===== config.mk =====
export PLATFORM = sky130hd
export DESIGN_NAME = float_frame_accum
export DESIGN_NICKNAME = d
export VERILOG_FILES = /design/src/rtl/int2float_pkg.sv /design/src/rtl/fp_expand.sv /design/src/rtl/float_frame_accum.sv
export SDC_FILE = /design/constraint.sdc
export NUM_CORES = 1
export LEC_CHECK = 0
export BUFFER_PORTS_ARGS = -buffer_cell sky130_fd_sc_hd__buf_2
export CORE_UTILIZATION = 62
export CTS_BUF_LIST = sky130_fd_sc_hd__clkbuf_8
export CTS_CLUSTER_SIZE = 40
export DETAILED_ROUTE_END_ITERATION = 8
export PLACE_DENSITY_LB_ADDON = 0.3
export SLEW_MARGIN = 20
export SYNTH_ARGS = -nofsm -noshare
export SYNTH_HDL_FRONTEND = slang
export SYNTH_HIERARCHICAL = 1
export SYNTH_SLANG_ARGS = --single-unit

===== constraint.sdc =====
create_clock -name clk -period 3.3 [get_ports clk]
set_input_delay 0.165 -clock clk [delete_from_list [all_inputs] [get_ports clk]]
set_output_delay 0.165 -clock clk [all_outputs]
set_load 0.01 [all_outputs]

===== src/rtl/int2float_pkg.sv =====
// Shared definitions for the int-to-float code consumers: field widths,
// frame FSM state encoding and a saturating accumulate helper.
package int2float_pkg;

    localparam int M_W   = 4;
    localparam int E_W   = 3;
    localparam int VAL_W = 11;

    typedef enum logic {
        ST_ACCUM = 1'b0,
        ST_HOLD  = 1'b1
    } state_t;

    typedef struct packed {
        logic [31:0] sum;
        logic        sat;
    } sat_sum_t;

    // Adds an expanded sample to a running sum, clamping at max_val.
    function automatic sat_sum_t sat_add(
        input logic [31:0]      acc,
        input logic [VAL_W-1:0] value,
        input logic [31:0]      max_val
    );
        logic [32:0] full;
        sat_sum_t    r;
        full = {1'b0, acc} + {22'b0, value};
        if (full > {1'b0, max_val}) begin
            r.sum = max_val;
            r.sat = 1'b1;
        end else begin
            r.sum = full[31:0];
            r.sat = 1'b0;
        end
        return r;
    endfunction

endpackage


===== src/rtl/fp_expand.sv =====
// Expands a mantissa/exponent code into its integer value, value = m << e.
// Purely combinational so any consumer of the codes can reuse it.
module fp_expand
    import int2float_pkg::*;
(
    input  logic [M_W-1:0]   m,
    input  logic [E_W-1:0]   e,
    output logic [VAL_W-1:0] value
);

    assign value = VAL_W'(m) << e;

endmodule


===== src/rtl/float_frame_accum.sv =====
// Accumulates expanded int-to-float samples into saturated frame sums and
// holds each closed frame until the downstream stage takes it.
module float_frame_accum
    import int2float_pkg::*;
#(
    parameter int FRAME_LEN = 8,
    parameter int SUM_W     = 16
) (
    input  logic             clk,
    input  logic             rst_n,
    input  logic             in_valid,
    input  logic [M_W-1:0]   in_m,
    input  logic [E_W-1:0]   in_e,
    output logic             in_ready,
    input  logic             flush,
    output logic             out_valid,
    input  logic             out_ready,
    output logic [SUM_W-1:0] out_sum,
    output logic [7:0]       out_count,
    output logic             out_sat
);

    localparam logic [31:0] SUM_MAX   = 32'((64'd1 << SUM_W) - 64'd1);
    localparam logic [7:0]  FRAME_CNT = 8'(FRAME_LEN);

    state_t           state, state_nxt;
    logic [SUM_W-1:0] sum_q, sum_nxt;
    logic [7:0]       count_q, count_nxt;
    logic             sat_q, sat_nxt;

    logic [VAL_W-1:0] value;
    logic             accept;
    sat_sum_t         add_r;
    logic             sum_unused;

    fp_expand u_expand (
        .m     (in_m),
        .e     (in_e),
        .value (value)
    );

    // Handshakes depend only on registered state, never on in_valid/out_ready.
    assign in_ready  = (state == ST_ACCUM);
    assign out_valid = (state == ST_HOLD);
    assign accept    = in_valid && in_ready;

    assign add_r      = sat_add(32'(sum_q), value, SUM_MAX);
    assign sum_unused = &{1'b0, add_r.sum};

    // NOTE: every output of this block gets a default first so no path
    // leaves a signal unassigned, which would otherwise infer a latch.
    always_comb begin
        state_nxt = state;
        sum_nxt   = sum_q;
        count_nxt = count_q;
        sat_nxt   = sat_q;
        unique case (state)
            ST_ACCUM: begin
                if (accept) begin
                    sum_nxt   = add_r.sum[SUM_W-1:0];
                    count_nxt = count_q + 8'd1;
                    sat_nxt   = sat_q | add_r.sat;
                end
                // An idle flush (nothing held, nothing arriving) is dropped.
                if ((accept && count_nxt == FRAME_CNT) ||
                    (flush && (count_q != 8'd0 || accept))) begin
                    state_nxt = ST_HOLD;
                end
            end
            ST_HOLD: begin
                if (out_ready) begin
                    state_nxt = ST_ACCUM;
                    sum_nxt   = '0;
                    count_nxt = 8'd0;
                    sat_nxt   = 1'b0;
                end
            end
            default: state_nxt = ST_ACCUM;
        endcase
    end

    // NOTE: sequential state uses non-blocking assignments so all registers
    // sample their next values from the same pre-edge snapshot.
    always_ff @(posedge clk or negedge rst_n) begin
        if (!rst_n) begin
            state   <= ST_ACCUM;
            sum_q   <= '0;
            count_q <= 8'd0;
            sat_q   <= 1'b0;
        end else begin
            state   <= state_nxt;
            sum_q   <= sum_nxt;
            count_q <= count_nxt;
            sat_q   <= sat_nxt;
        end
    end

    assign out_sum   = sum_q;
    assign out_count = count_q;
    assign out_sat   = sat_q;

endmodule


## Word-level counts from Yosys, hierarchy flattened

Cells that the tools add are included.

- Add/subtract/negate cells: 2
- $lt $le $gt $ge: 1
- Equal/unequal tests: 3
- Shift-type cells: 1
- Mux-type cells: 14
- Bitwise logic cells: 2
- Reduce and logical (&&, ||, !) cells: 7

Operators with widths:

| operator | number |
|---|---|
| $mux 16 | 2 |
| $pmux 16 s2 | 1 |
| $mux 8 | 3 |
| $add 16x11->17 | 1 |
| $gt 17x16->1 const B | 1 |
| $mux 17 | 1 |
| $pmux 8 s2 | 1 |
| $shl 4x3->11 | 1 |
| $add 8x1->8 const B | 1 |
| $eq 8x4->1 const B | 1 |
| $reduce_bool 8->1 | 1 |
| $mux 1 | 4 |
| $pmux 1 s2 | 2 |
| $logic_and 1x1->1 | 3 |
| $logic_or 1x1->1 | 2 |
| $ne 2x1->1 const B | 1 |
| $ne 2x2->1 const B | 1 |
| $reduce_and 2->1 | 1 |
| $not 1->1 | 1 |
| $or 1x1->1 | 1 |

- Register bits: 26
- Input bits: 12
- Output and inout port bits: 27
- Logic and storage cells: 34

## Logic depth before layout (Yosys ltp)

Gate-level depths: netlist of run 1.

- Depth after elaboration: 9
- Mapped depth: 12
- Mapped depth without buffers: 10

## Hierarchy

The synthesis of run 1 kept the hierarchy.

By module, submodules not included:

| module | instances | cells each | area an instance (um^2) | seq. area each (um^2) |
|---|---|---|---|---|
| float_frame_accum | 1 | 207 | 1,873.0 | 650.6 |
| fp_expand | 1 | 30 | 229.0 | 0.0 |

## Worst setup path after synthesis of run 1

OpenSTA, ideal clock, no wires.

- Path type: input to register
- From: input in_e[0]
- To: register sum_q[1], in the netlist out_sum[1]
- Library setup time: 87 ps
- Arrival time: 2,363 ps
- Required time: 3,213 ps
- Slack: 851 ps
- Stages: 12
- Buffers on the path: 2
- Path through: buf_4 > nor4b_1 > ha_1 > inv_1 > fa_1 > nand2b_1 > a21oi_1 > o31ai_2 > o22a_2 > or2_1 > buf_2 > o211ai_1

- Cells in the longest elaborated chain, start to end: 6

Ends and longest elaborated chain:

| item | RTL line | RTL |
|---|---|---|
| start, declared | float_frame_accum.sv:13 | `input logic [E_W-1:0] in_e,` |
| $shl 4x3->11 * | fp_expand.sv:11 | `assign value = VAL_W'(m) << e;` |
| via value[0] | float_frame_accum.sv:31 | `logic [VAL_W-1:0] value;` |
| $add 16x11->17 * | int2float_pkg.sv:27 | `full = {1'b0, acc} + {22'b0, value};` |
| $gt 17x16->1 | int2float_pkg.sv:28 | `if (full > {1'b0, max_val}) begin` |
| $mux 17 * | int2float_pkg.sv:28 |  |
| $mux 16 * | float_frame_accum.sv:59 | `if (accept) begin` |
| $pmux 16 s2 * | float_frame_accum.sv:57 | `unique case (state)` |
| end signal, assigned | float_frame_accum.sv:92 | `sum_q <= sum_nxt;` |
| end, declared | float_frame_accum.sv:27 | `logic [SUM_W-1:0] sum_q, sum_nxt;` |

The timed path passes the listed nets; every way through them passes the cells marked *. The select of a mux whose other input is x is not followed.
A chain may end at the register's enable or synchronous reset.

## Final worst setup path of run 1

- From: input in_e[2]
- To: register sum_q[0], in the netlist out_sum[0]

The elaborated chain is that of the path after synthesis.

==> flow_metrics.env, run 1 <==
export IMPL_run_status="finished clean"
export IMPL_vdd_drop_max_v=0.000347
export IMPL_p_leak_uw=0.00113
export IMPL_relSlewSlack=0.552
export IMPL_die_y_um=60.2
export IMPL_clock_root_buffer="clkbuf_8"
export IMPL_timing_rr_start="out_sum[0]"
export IMPL_synth_cell_types=63
export IMPL_ant_nets=0
export IMPL_tns_ps=0
export IMPL_clockBufferDepth=2
export IMPL_drc=0
export IMPL_critPathTopFamily="simple AND/OR/NAND/NOR gates"
export IMPL_reg2regPathDepth=9
export IMPL_htree_levels=1
export IMPL_cts_made_buffers=3
export IMPL_io_buffers=38
export IMPL_hold_end="out_count[4]"
export IMPL_core_area_um2=3130
export IMPL_seq_area_frac_synth=0.310
export IMPL_hold_depth=2
export IMPL_clock_skew_ps=3.47
export IMPL_grt_pass1_wl_um=8250
export IMPL_startpoint="in_e[2]"
export IMPL_ys_warn_count=6
export IMPL_area_growth_synth_to_final_pct=11.3
export IMPL_layout_common_cells="38 x buf_2, 32 x nand2_1, 26 x dfrtp_1"
export IMPL_yosys_most_used_dff="dfrtp_1"
export IMPL_die_w_um=60.2
export IMPL_clock_sink_count=26
export IMPL_fmax_ghz=0.408
export IMPL_io_pins=39
export IMPL_seq_area_um2=651
export IMPL_finalMaxSlewViolations=0
export IMPL_gp_congestion=0.860
export IMPL_hp_class="in -> reg"
export IMPL_worstPathRequired_ps=3510
export IMPL_die_area_um2=3630
export IMPL_cpPeakStageDelay_ps=410
export IMPL_drive_gt1_frac=0.209
export IMPL_whs_ps=183
export IMPL_num_rows=20
export IMPL_routed_via_density=6.33
export IMPL_grt_pass1_vias=1784
export IMPL_start_kind="input pin"
export IMPL_r2r_end="out_sum[0]"
export IMPL_powerDensity_nw_per_um2=596
export IMPL_critPathMaxFanout=11
export IMPL_r2r_slack_ps=890
export IMPL_antenna_found_initial=0
export IMPL_ctsHoldBuffers=1
export IMPL_clk_latency_ps=270
export IMPL_cts_resized=0
export IMPL_cts_setup_buffers=0
export IMPL_syn_area_um2=2100
export IMPL_path_class="in -> reg"
export IMPL_cts_clk_slew_worst_paths_ps=90
export IMPL_worst_ep_arrival_time_ps=2660
export IMPL_dp_hpwl_um=3580
export IMPL_layout_commonest_cell="buf_2"
export IMPL_yosys_area_top_type="dfrtp_1"
export IMPL_cp_slowest_cell="fa_1"
export IMPL_post_synth_cell_area_avg_um2=8.87
export IMPL_ys_async_sr_fraction=1.00
export IMPL_ys_seq_elements=26
export IMPL_yosysTopAreaCellShare=0.310
export IMPL_drt_total_wl_um=4940
export IMPL_wl_per_cell_um=15.8
export IMPL_grt_ovfl_total=0
export IMPL_postSynthCellCount=237
export IMPL_synthTopCellsByArea="dfrtp_1 31%, ha_1 7.7%, nand2_1 5.7%, xor2_1 2.9%, a21oi_1 2.9%"
export IMPL_min_period_over_period=0.743
export IMPL_synth_nets=263
export IMPL_n_fill_cell=230
export IMPL_crit_chain="buf_2, nor4b_1, ha_1, inv_1, fa_1, nand2b_1, a21oi_1, o31ai_2, o22a_2, nor2_2, a221o_1"
export IMPL_firstDrtPassIters=5
export IMPL_fin_nets=295
export IMPL_post_route_min_period_ps=2450
export IMPL_rsz0062_at_grt="false"
export IMPL_drt_iter0_drc=159
export IMPL_min_delay_start="out_ready"
export IMPL_tightest_slew_ps=670
export IMPL_initial_core_util=0.672
export IMPL_crit_buf_inv=2
export IMPL_vias=1974
export IMPL_worst_setup_path_end_kind="flip-flop"
export IMPL_grt_max_degree=27
export IMPL_diodes=0
export IMPL_synth_edff_count=0
export IMPL_cap_violations=0
export IMPL_multi_input_area_um2=1340
export IMPL_finalHoldViolCount=0
export IMPL_grt_usage=0.299
export IMPL_setup_viol=0
export IMPL_tritoncts="built"
-- per-stage QoR --
| stage | instance area [um2] | setup WS (ps) | total power, uW | util | cells |
|---|---|---|---|---|---|
| after floorplan | 2100 | 851 | 981 | - | 237 |
| after global placement | 2270 | 687 | 1160 | 0.727 | 307 |
| after detailed placement | 2270 | 667 | 1180 | 0.727 | 307 |
| after CTS | 2340 | 902 | 1390 | 0.748 | 312 |
| after global routing | 2340 | 647 | 1500 | 0.748 | 312 |
| final | 2340 | 850 | 1390 | 0.748 | 312 |
-- power breakdown --
group	internal, uW	switching, uW
registers	394	110
clock network	107	102
logic	298	382
-- cells by family after synthesis --
| kind of cell | count (synthesis) | share of synthesized area |
|---|---|---|
| xor+xnor | 11 | 0.0458 |
| buf+inv | 21 | 0.0542 |
| fa+ha+maj | 14 | 0.0869 |
| compound gates | 70 | 0.250 |
| mux | 8 | 0.0417 |
| flops | 26 | 0.310 |
| simple gates | 87 | 0.212 |
-- how the worst max path moves through the flow --
| stage | slack (ps) | cells past startpoint | to |
|---|---|---|---|
| after floorplan | 850 | 12 | out_sum[1] |
| after global placement | 690 | 11 | out_sum[1] |
| after detailed placement | 670 | 11 | out_sum[0] |
| after CTS | 900 | 11 | out_sum[0] |
| after global routing | 650 | 11 | out_sum[0] |
| final | 850 | 11 | out_sum[0] |
-- registers in the layout, indices dropped and copies added, names as in the netlist --
| signal | flops |
|---|---|
| out_sum | 16 |
| out_count | 8 |
| out_sat | 1 |
| out_valid | 1 |
-- per-layer routing --
layer	up-vias	track usage	wire length (um)
li1	945	-	-
met1	923	0.431	2320
met2	92	0.474	2200
met3	14	0.0390	337
met4	0	0.0664	76
met5	-	0	0
-- synthesized netlist by cell type (all sizes together) (8+ instances only) --
cell / number
o21ai: 11
dfrtp: 26
o22ai: 9
a21oi: 12
mux2i: 8
nor2: 12
ha: 13
nand2: 33
-- final cells by class --
type                            count  area share
Multi-Input combinational cell    190       0.572
Sequential cell                    26       0.278
Timing Repair Buffer               41      0.0920
Clock buffer                        4      0.0235
Tap cell                           44      0.0235
Inverter                            7      0.0112
(Power assumes the default switching activity.)
==> run 2, diff against run 1 <==
- CORE_UTILIZATION: 62 -> 58
- clock period: 3.3 -> 2.4 ns (I/O delays scaled with it)
==> flow_metrics.env, run 2 (synthesis gave the netlist of run 1 again) <==
export IMPL_run_status="finished clean"
export IMPL_grt_usage=0.278
export IMPL_wl_per_cell_um=15.4
export IMPL_stdcell_area_um2=2520
export IMPL_dp_hpwl_um=3910
export IMPL_firstDrtPassIters=4
export IMPL_tritoncts="built"
export IMPL_worst_ep_arrival_time_ps=2390
export IMPL_layout_commonest_cell="buf_2"
export IMPL_io_pins=39
export IMPL_critPathMaxFanout=7
export IMPL_min_period_over_period=0.928
export IMPL_cp_slowest_cell="ha_1"
export IMPL_ant_nets=0
export IMPL_fin_util=0.737
export IMPL_drt_iter0_drc=126
export IMPL_post_route_min_period_ps=2230
export IMPL_core_area_um2=3420
export IMPL_drive_gt1_frac=0.275
export IMPL_vias=2019
export IMPL_clockBufferDepth=2
export IMPL_path_class="in -> reg"
export IMPL_cts_clk_slew_worst_paths_ps=100
export IMPL_min_delay_start="out_ready"
export IMPL_grt_pass1_wl_um=8750
export IMPL_relSlewSlack=0.327
export IMPL_htree_levels=1
export IMPL_n_fill_cell=262
export IMPL_clock_root_buffer="clkbuf_8"
export IMPL_cts_setup_buffers=0
export IMPL_fin_nets=314
export IMPL_drt_total_wl_um=5120
export IMPL_finalHoldViolCount=0
export IMPL_finalMaxSlewViolations=0
export IMPL_num_rows=21
export IMPL_diodes=0
export IMPL_hold_end="out_sum[12]"
export IMPL_reg2regPathDepth=9
export IMPL_gp_congestion=0.876
export IMPL_die_y_um=62.2
export IMPL_routed_via_density=6.06
export IMPL_cts_made_buffers=3
export IMPL_p_leak_uw=0.00123
export IMPL_die_w_um=62.2
export IMPL_tightest_slew_ps=1010
export IMPL_clock_sink_count=26
export IMPL_io_buffers=38
export IMPL_drc=0
export IMPL_largest_register_ffs=16
export IMPL_worstPathRequired_ps=2560
export IMPL_worst_setup_path_end_kind="flip-flop"
export IMPL_antenna_found_initial=0
export IMPL_fmax_ghz=0.449
export IMPL_r2r_end="out_sum[1]"
export IMPL_vdd_drop_max_v=0.000605
export IMPL_setup_viol=0
export IMPL_cpPeakStageDelay_ps=390
export IMPL_place_ws_ps=-156
export IMPL_layout_common_cells="38 x buf_2, 32 x nand2_1, 26 x dfrtp_1"
export IMPL_r2r_slack_ps=180
export IMPL_place_area_um2=2430
export IMPL_timing_rr_start="out_sum[0]"
export IMPL_hold_depth=2
export IMPL_grt_ovfl_total=0
export IMPL_grt_max_degree=27
export IMPL_die_area_um2=3870
export IMPL_fin_ws_ps=173
export IMPL_cap_violations=0
export IMPL_area_growth_synth_to_final_pct=19.8
export IMPL_powerDensity_nw_per_um2=832
export IMPL_rsz0062_at_grt="false"
export IMPL_p_total_uw=2100
export IMPL_start_kind="input pin"
export IMPL_crit_chain="buf_2, mux2i_2, o22ai_1, ha_1, nand2b_1, a21oi_2, o31ai_2, o22a_2, nor2_2, buf_4, a211o_1"
export IMPL_grt_pass1_vias=1934
export IMPL_initial_core_util=0.615
export IMPL_clock_skew_ps=7.19
export IMPL_hp_class="in -> reg"
export IMPL_clk_latency_ps=280
==> run 2: worst max-delay path: cells and delay by family <==
kind,cells,cell delay [ps]
simple gates,2,180
buf+inv,2,330
fa+ha+maj,1,390
compound gates,5,1030
mux,1,350
==> run 2: layer usage <==
layer  vias up  global-route usage  wire [um]
li1        987                   -          -
met2        55               0.460       2540
met5         -                   0          0
met1       970               0.379       2300
met3         7              0.0331        221
met4         0              0.0872         63
==> run 2: repair_timing <==
| item | in CTS | in global routing |
|---|---|---|
| hold endpoints to repair | 26 | 0 |
| hold buffers | 1 | 0 |
| setup endpoints to repair | 0 | 4 |
| resized for setup | 0 | 2 |
==> run 2: final cells by class <==
cell class / instances / area (um2) / share of cell area
Tap cell: 46 / 57.6 / 0.0229
Timing Repair Buffer: 60 / 358 / 0.142
Sequential cell: 26 / 651 / 0.258
Clock buffer: 3 / 41.3 / 0.0164
Clock inverter: 1 / 30.0 / 0.0119
Inverter: 7 / 26.3 / 0.0104
Multi-Input combinational cell: 190 / 1360 / 0.538
==> run 2: how the worst max path moves through the flow <==
stage                from           to  slack, ps  cells after the start
2_1_floorplan     in_e[0]   out_sum[1]         40                     12
3_3_place_gp      in_e[0]  out_sum[15]        -30                     11
3_5_place_dp      in_e[0]   out_sum[1]       -160                     11
4_1_cts        out_sum[0]   out_sum[1]         90                      9
5_1_grt           in_e[1]  out_sum[14]         10                     12
6_report          in_e[1]  out_sum[10]        170                     11
==> run 2: metrics by stage <==
step / hold slack, ps / cells / setup TNS [ps]
6_report: 111 / 333 / 0
5_1_grt: 119 / 333 / 0
3_3_place_gp: 157 / 328 / -170
2_1_floorplan: -176 / 237 / 0
3_5_place_dp: 157 / 328 / -1580
4_1_cts: 107 / 333 / 0
==> run 2: power breakdown <==
part	switching (uW)	internal, uW
registers	111	542
logic	587	485
clock network	148	224
